$ cat config.mk
export PLATFORM = sky130hd
export DESIGN_NAME = game_sprite_update_sequencer_flat
export DESIGN_NICKNAME = d
export VERILOG_FILES = /design/src/rtl/game_sprite_update_sequencer_if.sv /design/src/rtl/game_sprite_update_sequencer.sv /design/src/flat_wrapper.sv
export SDC_FILE = /design/constraint.sdc
export NUM_CORES = 1
export LEC_CHECK = 0
export CAP_MARGIN = 15
export CORE_ASPECT_RATIO = 0.75
export CORE_UTILIZATION = 38
export CTS_CLUSTER_SIZE = 40
export DETAILED_ROUTE_END_ITERATION = 16
export GPL_TIMING_DRIVEN = 0
export PLACE_DENSITY = 0.64
export REMOVE_ABC_BUFFERS = 1
export SLEW_MARGIN = 20
export SYNTH_ARGS = -nofsm -noshare
export SYNTH_HDL_FRONTEND = slang
export SYNTH_SLANG_ARGS = --single-unit
$ cat constraint.sdc
create_clock -name clk -period 2.4 [get_ports clk]
set_input_delay 0.36 -clock clk [delete_from_list [all_inputs] [get_ports clk]]
set_output_delay 0.36 -clock clk [all_outputs]
set_load 0.01 [all_outputs]
$ cat src/rtl/game_sprite_update_sequencer_if.sv
// Request/acknowledge link between the sprite update sequencer and the shared
// position-update engine.
interface game_sprite_update_sequencer_if #(
    parameter int unsigned SEL_W = 1
) ();
    logic             upd_req;
    logic [SEL_W-1:0] upd_sel;
    logic             upd_ack;

    modport master (output upd_req, output upd_sel, input upd_ack);
    modport slave  (input upd_req, input upd_sel, output upd_ack);
endinterface

$ cat src/rtl/game_sprite_update_sequencer.sv
// Frame-rate scheduler: every FRAME_DIV-th frame, walks the enabled sprites in index order and
// grants the shared position-update engine to each one through a req/ack handshake.
module game_sprite_update_sequencer #(
    parameter int unsigned N_SPRITES = 2,
    parameter int unsigned SEL_W     = 1,
    parameter int unsigned FRAME_DIV = 1,
    parameter int unsigned DIV_W     = 8
) (
    input  logic                          clk,
    input  logic                          reset_n,
    input  logic                          frame_start,
    input  logic [N_SPRITES-1:0]          sprite_enable_update,
    game_sprite_update_sequencer_if.master upd,
    output logic                          busy,
    output logic                          pass_done,
    output logic                          frame_overrun
);
    localparam logic [1:0] StIdle = 2'd0;
    localparam logic [1:0] StScan = 2'd1;
    localparam logic [1:0] StReq  = 2'd2;
    localparam logic [1:0] StDone = 2'd3;

    logic [1:0]           state_q, state_d;
    logic [DIV_W-1:0]     div_q, div_d;
    logic [N_SPRITES-1:0] pend_q, pend_d;
    logic [SEL_W-1:0]     sel_q, sel_d;
    logic                 ovr_q, ovr_d;
    logic [SEL_W-1:0]     low_idx;

    // Descending walk so the lowest set bit wins.
    always_comb begin
        low_idx = '0;
        for (int i = int'(N_SPRITES) - 1; i >= 0; i--) begin
            if (pend_q[i]) low_idx = SEL_W'(i);
        end
    end

    always_comb begin
        state_d = state_q;
        div_d   = div_q;
        pend_d  = pend_q;
        sel_d   = sel_q;
        ovr_d   = frame_start && (state_q != StIdle);
        unique case (state_q)
            StIdle: begin
                if (frame_start) begin
                    if (div_q == DIV_W'(FRAME_DIV - 1)) begin
                        div_d   = '0;
                        pend_d  = sprite_enable_update;
                        state_d = StScan;
                    end else begin
                        div_d = div_q + DIV_W'(1);
                    end
                end
            end
            StScan: begin
                if (pend_q == '0) begin
                    state_d = StDone;
                end else begin
                    sel_d   = low_idx;
                    state_d = StReq;
                end
            end
            StReq: begin
                if (upd.upd_ack) begin
                    pend_d  = pend_q & ~(N_SPRITES'(1) << sel_q);
                    state_d = StScan;
                end
            end
            StDone:  state_d = StIdle;
            default: state_d = StIdle;
        endcase
    end

    always_ff @(posedge clk or negedge reset_n) begin
        if (!reset_n) begin
            state_q <= StIdle;
            div_q   <= '0;
            pend_q  <= '0;
            sel_q   <= '0;
            ovr_q   <= 1'b0;
        end else begin
            state_q <= state_d;
            div_q   <= div_d;
            pend_q  <= pend_d;
            sel_q   <= sel_d;
            ovr_q   <= ovr_d;
        end
    end

    assign upd.upd_req   = (state_q == StReq);
    assign upd.upd_sel   = sel_q;
    assign busy          = (state_q != StIdle);
    assign pass_done     = (state_q == StDone);
    assign frame_overrun = ovr_q;
endmodule

$ cat src/flat_wrapper.sv
// flat-port wrapper written by rule: the top's interface ports become plain ports
module game_sprite_update_sequencer_flat 
#(
    parameter int unsigned N_SPRITES = 2,
    parameter int unsigned SEL_W     = 1,
    parameter int unsigned FRAME_DIV = 1,
    parameter int unsigned DIV_W     = 8
)
  (clk, reset_n, frame_start, sprite_enable_update, busy, pass_done, frame_overrun, upd_upd_req, upd_upd_sel, upd_upd_ack);
  game_sprite_update_sequencer_if #(.SEL_W(SEL_W)) upd_i ();
  input  logic clk;
  input  logic reset_n;
  input  logic frame_start;
  input  logic [N_SPRITES-1:0] sprite_enable_update;
  output logic busy;
  output logic pass_done;
  output logic frame_overrun;
  output wire logic [$bits(upd_i.upd_req)-1:0] upd_upd_req;
  output wire logic [$bits(upd_i.upd_sel)-1:0] upd_upd_sel;
  input wire logic [$bits(upd_i.upd_ack)-1:0] upd_upd_ack;
  assign upd_upd_req = upd_i.upd_req;
  assign upd_upd_sel = upd_i.upd_sel;
  assign upd_i.upd_ack = upd_upd_ack;
  game_sprite_update_sequencer #(.N_SPRITES(N_SPRITES), .SEL_W(SEL_W), .FRAME_DIV(FRAME_DIV), .DIV_W(DIV_W)) u_core (.clk(clk), .reset_n(reset_n), .frame_start(frame_start), .sprite_enable_update(sprite_enable_update), .upd(upd_i), .busy(busy), .pass_done(pass_done), .frame_overrun(frame_overrun));
endmodule
* Word-level counts from Yosys, hierarchy flattened
Index checks and enable logic that the tools add are counted.
Word-level totals: register bits after elaboration 14, input port bits 6, output and inout port bits 5, word-level logic and storage cells 38
Cells by class: add/subtract/negate cells 1, equality and inequality tests 6, shift operators 1, multiplexer cells 12, bitwise operators 3, reduce and logical (&&, ||, !) cells 10
Operators by type and width (number):
- 2-bit 2-to-1 mux | 6
- 8-bit by 1-bit adder with 8-bit output (second input constant) | 1
- 8-bit logical NOT | 1
- 8-bit 2-to-1 mux | 1
- 2-bit case mux with 4 select lines | 1
- 2-bit equality test (second input constant) | 2
- 2-bit logical NOT | 2
- 2-bit by 1-bit != test with 1-bit output (second input constant) | 2
- 2-bit case mux with 2 select lines | 1
- 2-bit AND reduction | 2
- 4-bit AND reduction | 1
- 2-bit nonzero test | 2
- 1-bit 2-to-1 mux | 3
- 3-bit AND reduction | 1
- 2-bit AND | 1
- 2-bit by 1-bit equality test with 1-bit output (second input constant) | 1
- 2-bit != test (second input constant) | 1
- 2-bit NOT | 1
- 1-bit by 1-bit left shift with 2-bit output (first input constant) | 1
- 1-bit logical AND | 1
- 1-bit NOT | 1

* Depth between registers and ports, before layout
Gate-level depths: netlist (run 1).
word-level depth 5, depth in mapped cells 5, gate-level depth less buffers 5

* Worst setup path after synthesis (run 1)
No wires, ideal clock.
path type register to register, from reg u_core.state_q[1], to reg u_core.div_q[5], library setup time 0.079 ns, arrival 1.199 ns, setup slack 1.122 ns, cell stages (with the launch flop) 4, path through dfrtp_1 or3b_4 nor3_1 xor2_1
On the way: word-level cells in the longest chain between the ends 2
RTL lines:
- from (decl) | RTL line game_sprite_update_sequencer.sv:23 | logic [1:0] state_q, state_d;
- from (signal assigned) | RTL line game_sprite_update_sequencer.sv:77 | state_q <= StIdle;
- from (signal assigned) | RTL line game_sprite_update_sequencer.sv:83 | state_q <= state_d;
- 2-bit logical NOT | RTL line game_sprite_update_sequencer.sv:44 | unique case (state_q)
- 2-bit AND reduction (no line)
- to (signal assigned) | RTL line game_sprite_update_sequencer.sv:84 | div_q <= div_d;
- to (decl) | RTL line game_sprite_update_sequencer.sv:24 | logic [DIV_W-1:0] div_q, div_d;
Every way passes these cells. A chain may end at the register's enable or synchronous reset.

* Final worst setup path (run 1)
from reg u_core.state_q[1], to out upd_upd_req
On the way: word-level cells in the longest chain between the ends 1
RTL lines:
- 2-bit equality test | RTL line game_sprite_update_sequencer.sv:91 | assign upd.upd_req = (state_q == StReq);
- to (decl) | RTL line flat_wrapper.sv:18 | output wire logic [$bits(upd_i.upd_req)-1:0] upd_upd_req;
Every way passes these cells.

==> flow_metrics.py, run 1 <==
metrics = {
    "synth": {
        "synthDistinctLibCells": 28,
        "average_footprint_of_a_synthesized_cell_um2": 10.6,
        "yosysTopAreaCell": "dfrtp_1",
        "yosys.area_share.simple": 0.246,
        "yosys.area_share.xor_xnor": 0.0633,
        "synth_cells": 65,
        "portion_of_synthesized_cell_area_occupied_by_the_leading_cell_type": 0.506,
        "synth.top_cells.by_area": "dfrtp_1 (51%), xor2_1 (5.1%), ha_1 (3.6%)",
        "yosys_warnings": 0,
        "ys_ff_latch": 14,
        "area_of_the_mapped_netlist_um2": 692,
        "synth_top_family_by_area": "simple AND/OR/NAND/NOR gates",
        "synth_fa_ha_area_frac": 0.0362,
        "muxShareOfSynthArea": 0.0289,
        "fraction_of_the_mapped_netlist_area_in_compound_gates": 0.0868,
        "synth_seq_area_share": 0.506,
    },
    "worst_setup_path": {
        "worst_ep_required_time_ns": 2.04,
        "setup.worst_path.start": "u_core.state_q[1]",
        "setup.worst_path.class": "register to output port",
        "critical_path.reg2reg.startpoint": "u_core.state_q[1]",
        "timing.critical_path.to": "upd_upd_req",
        "startpoint_type": "register",
        "timing.reg2reg.worst_path_depth": 3,
        "reg2reg_setup_slack_ns": 0.97,
        "worstPathMaxFanout": 9,
        "worst_r2r_endpoint": "u_core.div_q[7]",
        "timing.critical_path.arrival_ns": 1.60,
        "crit_path_end_kind": "output port",
    },
    "die": {
        "die-width_um": 51.3,
        "standard_cell_core_area_um2": 1590,
        "starting_density_of_the_core": 0.435,
        "ioPinCount": 11,
        "floorplan_die_area_um2": 2000,
        "std_cell_rows": 12,
        "fp.dieH_um": 39.0,
    },
    "sta": {
        "finalCriticalPeriod_ns": 1.96,
        "timing.clock.skew_ns": 0.00100,
        "final_critical_path_setup_slack_ns": 0.436,
        "max_slew_margin": 0.587,
        "setup-violations-final": 0,
        "setup_tns_ns": 0,
        "final_min_period_over_clock_period": 0.819,
        "final_max_slew_viol_count": 0,
        "report.final.hold_viol_count": 0,
        "grt_setup_unrepaired": "no",
        "fmax_mhz": 509,
        "timing_worst_slew_pin_value_ns": 0.618,
    },
    "clock_tree": {
        "ctsLongestPathBuffers": 2,
        "cts_buffers": 3,
        "worst_skew_pair.late_latency_ns": 0.27,
        "clock_tree_from_tritoncts": "built",
        "clk_transition_reported_paths_ns": 0.08,
        "cts_hold_buf": 0,
        "ctsResizeCount": 0,
        "clock_tree.root_cell": "clkbuf_4",
        "post_cts.repair.setup_buffers": 0,
        "tritoncts_num_sinks": 14,
        "cts.htree.levels": 1,
    },
    "layout": {
        "layout-drive-gt1-share": 0.101,
        "antenna_cells": 0,
        "layout.cells.most_common_list": "dfrtp_1 (14), clkdlybuf4s50_1 (10), inv_1 (6)",
        "layout_area_overhead_pct": 23.5,
        "most_frequent_standard_cell_in_the_layout_excluding_fill_and_tap_cells": "dfrtp_1",
        "design.final.nets": 88,
    },
    "detailed_routing": {
        "detailedRoute.firstIterationViolations": 10,
        "routed_via_density": 4.89,
        "drcViolationCount": 0,
        "via_count": 489,
        "firstDrtPassIters": 4,
        "detail-route-antenna-nets": 0,
        "route.final.wire_length_mm": 1.17,
        "route.detailed.wl_per_inst_um": 11.7,
    },
    "power": {
        "intPower_mw": 0.606,
        "netSwitchingFraction": 0.353,
        "clock_network_fraction_of_total_power": 0.176,
        "p_leak_nw": 0.401,
        "net_switching_power_of_the_design_mw": 0.331,
        "power.share.combinational": 0.347,
        "share_seq_of_total_power": 0.477,
        "vdd_ir_drop_max_mv": 0.547,
        "powerDensity_nw_per_um2": 1100,
    },
    "placed_design": {
        "gp_congestion": 0.794,
        "dp_hpwl_um": 898,
        "detailedPlace.worstSlack_ns": 0.599,
        "io_buffers": 10,
    },
    "hold_path": {
        "worstHoldPathType": "register to register",
        "worst_hold_path.num_cells": 1,
    },
    "flow_run": {
        "max-cap-violations": 0,
    },
    "status": {
        "result_of_the_run": "completed",
    },
    "global_route": {
        "gr-usage-met1": 0.210,
        "grt_pass1_vias": 382,
        "top_usage_layer": "met1",
        "grt_util_met2": 0.168,
        "antenna_found_initial": 0,
        "grt_first_pass_wirelength_mm": 1.88,
        "gr-total-overflow": 0,
        "grtUsageMet3": 0.0745,
        "grt_start_max_net_pins": 15,
        "grt.total_usage": 0.144,
    },
}
[metal layers]
layer | share of wire | wire length (µm)
met1 | 0.58 | 681
met2 | 0.36 | 423
met3 | 0.041 | 48
met4 | 0.0094 | 11
met5 | 0 | 0
[registers in the layout, indices dropped and copies added, names as in the netlist]
| register | flops |
|---|---|
| u_core.div_q | 8 |
| u_core.frame_overrun | 1 |
| u_core.pend_q | 2 |
| u_core.state_q | 2 |
| u_core.upd.upd_sel | 1 |
[cells by family after synthesis]
| logic type | Yosys count |
|---|---|
| and+or+nand+nor | 26 |
| DFF | 14 |
| AOI/OAI and AO/OA | 10 |
| buffers and inverters | 6 |
| xor gates and xnor gates | 5 |
| muxes | 2 |
| adders and majority gates | 2 |
[synth_stat cells]
| library cell | count |
|---|---|
| a211oi_1 | 1 |
| a21o_1 | 1 |
| a21oi_1 | 2 |
| and2_1 | 3 |
| and2b_1 | 1 |
| dfrtp_1 | 14 |
| ha_1 | 2 |
| inv_1 | 6 |
| mux2i_1 | 2 |
| nand2_1 | 4 |
| nand2b_1 | 1 |
| nand3_1 | 2 |
| nand3b_1 | 1 |
| nand4_1 | 3 |
| nand4bb_1 | 1 |
| nor2_1 | 2 |
| nor3_1 | 3 |
| nor3b_2 | 1 |
| nor4b_2 | 1 |
| o21ai_0 | 3 |
| o21ai_1 | 1 |
| o22ai_1 | 1 |
| o311ai_1 | 1 |
| or2_2 | 1 |
| or2b_1 | 1 |
| or3b_4 | 1 |
| xnor2_1 | 1 |
| xor2_1 | 4 |
[cell type report]
type | instances | area [µm²]
clock buffers | 4 | 36.3
fillers | 151 | 737
inverters | 6 | 22.5
multi-input cells | 45 | 319
flip-flops and latches | 14 | 350
well taps | 21 | 26.3
repair buffers | 10 | 100
[critical path, cell delays in order (launching register included)]
cell and delay (ns):
dfrtp_1 0.48, or2b_1 0.27, inv_1 0.05, clkdlybuf4s50_1 0.52
[how the worst min path moves through the flow]
stage / start / endpoint / slack (ns)
CTS: u_core.pend_q[0] / u_core.upd.upd_sel / 0.47
detailed placement: u_core.pend_q[0] / u_core.upd.upd_sel / 0.46
finish: u_core.pend_q[0] / u_core.upd.upd_sel / 0.46
global route: u_core.pend_q[0] / u_core.upd.upd_sel / 0.48
floorplan: reset_n / u_core.div_q[0] / 0.06
global placement: u_core.pend_q[0] / u_core.upd.upd_sel / 0.45
[power groups by stage]
stage	Sequential, mW	Combinational [mW]	Clock, mW
after floorplan	0.431	0.208	0
after global placement	0.446	0.322	0
after detailed placement	0.450	0.328	0
after CTS	0.445	0.329	0.174
after global routing	0.466	0.363	0.185
final	0.447	0.325	0.165
[per-stage QoR]
step	instances	total power [mW]	cell area (µm²)	hold WS [ns]	utilization
2_1_floorplan	65	0.638	692	0.0644	-
3_3_place_gp	96	0.768	818	0.450	0.514
3_5_place_dp	96	0.778	818	0.456	0.514
4_1_cts	100	0.948	855	0.468	0.537
5_1_grt	100	1.01	855	0.479	0.537
6_report	100	0.937	855	0.464	0.537
Note: power is estimated with default switching activity, not from simulation.
==> run 2: changes to the inputs <==
--- a/config.mk
+++ b/config.mk
@@ -11,7 +11,7 @@
 export CTS_CLUSTER_SIZE = 40
 export DETAILED_ROUTE_END_ITERATION = 16
 export GPL_TIMING_DRIVEN = 0
-export PLACE_DENSITY = 0.64
+export PLACE_DENSITY = 0.66
 export REMOVE_ABC_BUFFERS = 1
 export SLEW_MARGIN = 20
 export SYNTH_ARGS = -nofsm -noshare
==> constraint.sdc (replaced) <==
create_clock -name clk -period 1.8 [get_ports clk]
set_input_delay 0.27 -clock clk [delete_from_list [all_inputs] [get_ports clk]]
set_output_delay 0.27 -clock clk [all_outputs]
set_load 0.01 [all_outputs]
==> run 2 against run 1 <==
  * Via count grew 4.9%
  * Final cell count is 2.0% higher
  * Highest routed layer unchanged
  * Worst hold slack worse by 0.094 ns
  * Critical path depth unchanged
  * Global-route usage rose by 1.3 points
  * Critical path type unchanged
  * Design area grew 1.9%
  * Power increased by 32%
==> flow_metrics.py, run 2 (synthesis gave the netlist of run 1 again) <==
metrics = {
    "status": {
        "result_of_the_run": "completed",
    },
    "layout": {
        "top_regs": "u_core.div_q x8, u_core.pend_q x2, u_core.state_q x2",
        "layout_area_overhead_pct": 25.9,
        "largest_register_ff_count": 8,
        "multi_input_comb_area_um2": 319,
        "layout-drive-gt1-share": 0.148,
        "design.final.nets": 91,
        "antenna_cells": 0,
        "layout.cells.most_common_list": "dfrtp_1 (12), clkdlybuf4s50_1 (8), inv_1 (6)",
        "seq_area_um2": 353,
        "layoutNonFillerInstCount": 102,
        "fillers": 144,
        "max_flop_register": "u_core.div_q",
        "most_frequent_standard_cell_in_the_layout_excluding_fill_and_tap_cells": "dfrtp_1",
    },
    "clock_tree": {
        "clk_transition_reported_paths_ns": 0.09,
        "cts.htree.levels": 1,
        "worst_skew_pair.late_latency_ns": 0.28,
        "ctsLongestPathBuffers": 2,
        "cts_buffers": 3,
        "clock_tree_from_tritoncts": "built",
        "clock_tree.root_cell": "clkbuf_4",
        "cts_hold_buf": 0,
        "tritoncts_num_sinks": 14,
    },
    "die": {
        "ioPinCount": 11,
        "standard_cell_core_area_um2": 1590,
        "fp.dieH_um": 39.0,
        "starting_density_of_the_core": 0.435,
        "floorplan_die_area_um2": 2000,
        "die-width_um": 51.3,
        "std_cell_rows": 12,
    },
    "power": {
        "power.share.combinational": 0.389,
        "net_switching_power_of_the_design_mw": 0.448,
        "share_seq_of_total_power": 0.468,
        "netSwitchingFraction": 0.361,
        "p_leak_nw": 0.432,
        "intPower_mw": 0.792,
        "clock_network_fraction_of_total_power": 0.143,
        "vdd_ir_drop_max_mv": 0.764,
        "powerDensity_nw_per_um2": 1420,
    },
    "detailed_routing": {
        "route.final.wire_length_mm": 1.20,
        "via_count": 513,
        "drcViolationCount": 0,
        "detailedRoute.firstIterationViolations": 7,
        "route.detailed.wl_per_inst_um": 11.8,
        "detail-route-antenna-nets": 0,
        "routed_via_density": 5.03,
        "firstDrtPassIters": 4,
    },
    "placed_design": {
        "dp_hpwl_um": 875,
        "dp_cells": 96,
        "gp_congestion": 0.762,
        "io_buffers": 10,
    },
    "worst_setup_path": {
        "crit_path_end_kind": "output port",
        "timing.critical_path.arrival_ns": 1.46,
        "worstPathMaxFanout": 6,
        "setup.worst_path.class": "register to output port",
        "worst_ep_required_time_ns": 1.53,
        "startpoint_type": "register",
    },
    "hold_path": {
        "worstHoldPathType": "input pin to async pin",
    },
    "sta": {
        "finalCriticalPeriod_ns": 1.73,
        "final_min_period_over_clock_period": 0.961,
        "setup-violations-final": 0,
        "timing.clock.skew_ns": 0.00637,
        "timing_worst_slew_pin_value_ns": 0.626,
        "fmax_mhz": 578,
        "max_slew_margin": 0.581,
        "final_max_slew_viol_count": 0,
        "setup_tns_ns": 0,
        "grt_setup_unrepaired": "no",
        "report.final.hold_viol_count": 0,
    },
    "flow_run": {
        "max-cap-violations": 0,
    },
    "global_route": {
        "antenna_found_initial": 0,
        "grt_start_max_net_pins": 15,
        "grt_first_pass_wirelength_mm": 2.10,
        "grt.total_usage": 0.157,
        "gr-total-overflow": 0,
        "grt_pass1_vias": 475,
    },
}
==> run 2: power groups by stage <==
stage | combinational [mW] | clock [mW] | sequential (mW)
2_1_floorplan | 0.277 | 0 | 0.574
3_3_place_gp | 0.429 | 0 | 0.594
3_5_place_dp | 0.437 | 0 | 0.600
4_1_cts | 0.496 | 0.186 | 0.578
5_1_grt | 0.544 | 0.204 | 0.601
6_report | 0.483 | 0.178 | 0.580
==> run 2: critical path: stages (launching register included) <==
cell and delay (ns):
dfrtp_2 0.42, buf_4 0.15, and2_1 0.15, clkdlybuf4s50_1 0.47
==> run 2: through the flow <==
step / cell area [µm²] / util / setup WS (ns) / power, mW / hold slack [ns]
floorplan: 692 / - / 0.522 / 0.851 / -0.0256
global placement: 818 / 0.514 / 0.0881 / 1.02 / 0.449
global route: 871 / 0.547 / 0.00871 / 1.35 / 0.413
CTS: 866 / 0.544 / 0.0112 / 1.26 / 0.394
detailed placement: 818 / 0.514 / 0.0830 / 1.04 / 0.463
finish: 871 / 0.547 / 0.0711 / 1.24 / 0.370
==> run 2: path summary, 6_finish.rpt <==
kind | startpoint | end | slack (ns) | cells past startpoint
min | reset_n | u_core.div_q[5] | 0.37 | 1
max in group asynchronous | reset_n | u_core.state_q[0] | 0.98 | 1
max reg2reg | u_core.state_q[1] | u_core.div_q[7] | 0.31 | 4
min reg2reg | u_core.pend_q[0] | u_core.upd.upd_sel | 0.45 | 1
max | u_core.state_q[0] | pass_done | 0.07 | 3
min in group clk | u_core.pend_q[0] | u_core.upd.upd_sel | 0.45 | 1
==> run 2: per-layer routing <==
metal	track usage	part of all wire	wire length [µm]	up-vias
met1	0.210	0.53	634	239
met2	0.220	0.41	489	11
met3	0.0824	0.059	71	2
met5	0	0	0	-
li1	-	-	-	261
met4	0.0405	0.0066	8	0
==> run 2: final cells by class <==
type | count | area share
clock buffers | 3 | 0.0259
inverters | 6 | 0.0259
multi-input cells | 45 | 0.366
flip-flops and latches | 14 | 0.405
well taps | 21 | 0.0302
repair buffers | 13 | 0.147
==> run 2: repair_timing <==
| item | 4_1_cts | 5_1_grt |
|---|---|---|
| gates resized for setup | 2 | 2 |
| cloned | 0 | 0 |
| setup endpoints to repair | 2 | 2 |
| setup buffers | 3 | 0 |
==> run 3: changes to the inputs <==
--- a/config.mk
+++ b/config.mk
@@ -5,8 +5,8 @@
 export SDC_FILE = /design/constraint.sdc
 export NUM_CORES = 1
 export LEC_CHECK = 0
-export CAP_MARGIN = 15
 export CORE_ASPECT_RATIO = 0.75
+export CORE_MARGIN = 2
 export CORE_UTILIZATION = 38
 export CTS_CLUSTER_SIZE = 40
 export DETAILED_ROUTE_END_ITERATION = 16
==> run 3 against run 2 <==
  * Critical path depth shrank 1
  * Worst hold slack improved by 0.0061 ns
  * Combinational power fell by 3%
  * Clock skew up 0.0010 ns
  * Global-route usage fell by 2.0 points
  * Via count decreased by 1.8%
  * Die area is 9.2% higher
  * Sequential share of layout area increased by 0.12 points
  * Power decreased by 0.92%
  * Largest cell class unchanged
==> flow_metrics.py, run 3 (synthesis gave the netlist of run 1 again) <==
metrics = {
    "status": {
        "result_of_the_run": "completed",
    },
    "worst_setup_path": {
        "crit_path_end_kind": "output port",
        "setup.worst_path.class": "register to output port",
        "startpoint_type": "register",
        "worstPathMaxFanout": 6,
        "path_cells": "and2_1 > clkdlybuf4s50_1",
        "timing.critical_path.arrival_ns": 1.34,
        "cp_slowest_stage_delay_ns": 0.47,
        "critical_path_slowest_stage_cell": "clkdlybuf4s50_1",
        "worst_ep_required_time_ns": 1.53,
    },
    "die": {
        "standard_cell_core_area_um2": 1720,
        "fp.dieH_um": 41.0,
        "std_cell_rows": 13,
        "starting_density_of_the_core": 0.401,
        "floorplan_die_area_um2": 2180,
        "die-width_um": 53.3,
        "ioPinCount": 11,
    },
    "global_route": {
        "grt_start_max_net_pins": 15,
        "antenna_found_initial": 0,
        "grt.total_usage": 0.137,
        "gr-total-overflow": 0,
        "grt_pass1_vias": 434,
        "grt_first_pass_wirelength_mm": 2.00,
    },
    "power": {
        "vdd_ir_drop_max_mv": 0.602,
        "p_leak_nw": 0.420,
        "powerDensity_nw_per_um2": 1420,
    },
    "detailed_routing": {
        "route.detailed.wl_per_inst_um": 11.8,
        "routed_via_density": 4.89,
        "drcViolationCount": 0,
        "detailedRoute.firstIterationViolations": 6,
        "firstDrtPassIters": 4,
        "detail-route-antenna-nets": 0,
        "route.final.wire_length_mm": 1.22,
        "via_count": 504,
    },
    "layout": {
        "layout-drive-gt1-share": 0.148,
        "design.final.nets": 91,
        "final_cell_area_um2": 868,
        "most_frequent_standard_cell_in_the_layout_excluding_fill_and_tap_cells": "dfrtp_1",
        "layout.cells.most_common_list": "dfrtp_1 (12), clkdlybuf4s50_1 (8), inv_1 (6)",
        "top_regs": "u_core.div_q x8, u_core.pend_q x2, u_core.state_q x2",
        "max_flop_register": "u_core.div_q",
        "layout_area_overhead_pct": 25.5,
        "antenna_cells": 0,
        "largest_register_ff_count": 8,
    },
    "sta": {
        "timing.clock.skew_ns": 0.00741,
        "setup_tns_ns": 0,
        "timing_worst_slew_pin_value_ns": 0.621,
        "max_slew_margin": 0.585,
        "finalCriticalPeriod_ns": 1.61,
        "grt_setup_unrepaired": "no",
        "fmax_mhz": 621,
        "setup-violations-final": 0,
        "final_min_period_over_clock_period": 0.895,
        "report.final.hold_viol_count": 0,
        "final_max_slew_viol_count": 0,
    },
    "placed_design": {
        "io_buffers": 10,
        "dp_hpwl_um": 890,
        "gp_congestion": 0.726,
        "placed_cell_area_um2": 820,
    },
    "clock_tree": {
        "cts.htree.levels": 1,
        "cts_buffers": 3,
        "clock_tree.root_cell": "clkbuf_4",
        "worst_skew_pair.late_latency_ns": 0.27,
        "tritoncts_num_sinks": 14,
        "clock_tree_from_tritoncts": "built",
        "ctsLongestPathBuffers": 2,
        "cts_hold_buf": 0,
        "clk_transition_reported_paths_ns": 0.08,
    },
    "hold_path": {
        "worstHoldPathType": "input pin to async pin",
    },
    "flow_run": {
        "max-cap-violations": 0,
    },
}
[run 3: path summary, 6_finish.rpt]
check                             startpoint            endpoint  slack (ns)  depth (start not counted)
max                        u_core.state_q[0]           pass_done        0.19                          2
min                                  reset_n     u_core.div_q[5]        0.38                          1
max reg2reg                u_core.state_q[1]     u_core.div_q[7]        0.27                          4
min reg2reg                 u_core.pend_q[0]  u_core.upd.upd_sel        0.46                          1
max in group asynchronous            reset_n   u_core.state_q[0]        0.98                          1
min in group clk            u_core.pend_q[0]  u_core.upd.upd_sel        0.46                          1
[run 3: layer usage]
metal	share of wire	wire length, µm	vias up	global-route usage
met1	0.50	613	232	0.204
met2	0.41	505	14	0.179
li1	-	-	258	-
met4	0	0	0	0.0192
met5	0	0	-	0
met3	0.081	98	0	0.0657
[run 3: repair_timing]
action,in CTS,in global routing
endpoints found under the setup margin,2,1
buffers inserted,3,0
resized for setup,3,1
[run 3: final cells by class]
class	instances	area, µm²
fill	169	856
sequential	14	353
multi-input combinational	45	319
timing repair buffer	13	124
tap	22	27.5
clock buffer	3	22.5
inverter	6	22.5
[run 3: power breakdown]
part           switching [mW]  internal [mW]
logic                   0.204          0.266
registers               0.142          0.445
clock network          0.0942         0.0774
total                   0.441          0.788
[run 3: metrics by stage]
step           setup slack, ns  hold slack [ns]  std cells  power (mW)   util
6_report                 0.190            0.377        103        1.23  0.504
5_1_grt                  0.138            0.409        103        1.35  0.504
4_1_cts                 0.0207            0.396        103        1.25  0.502
3_5_place_dp            0.0799            0.453         97        1.04  0.475
3_3_place_gp            0.0916            0.450         97        1.02  0.475
2_1_floorplan            0.522          -0.0256         65       0.851      -
[run 3: critical path, delay by kind of cell (launching register included)]
| kind | cells | cell delay (ns) |
|---|---|---|
| and+or+nand+nor | 1 | 0.17 |
| buffers and inverters | 1 | 0.47 |
| DFF | 1 | 0.44 |
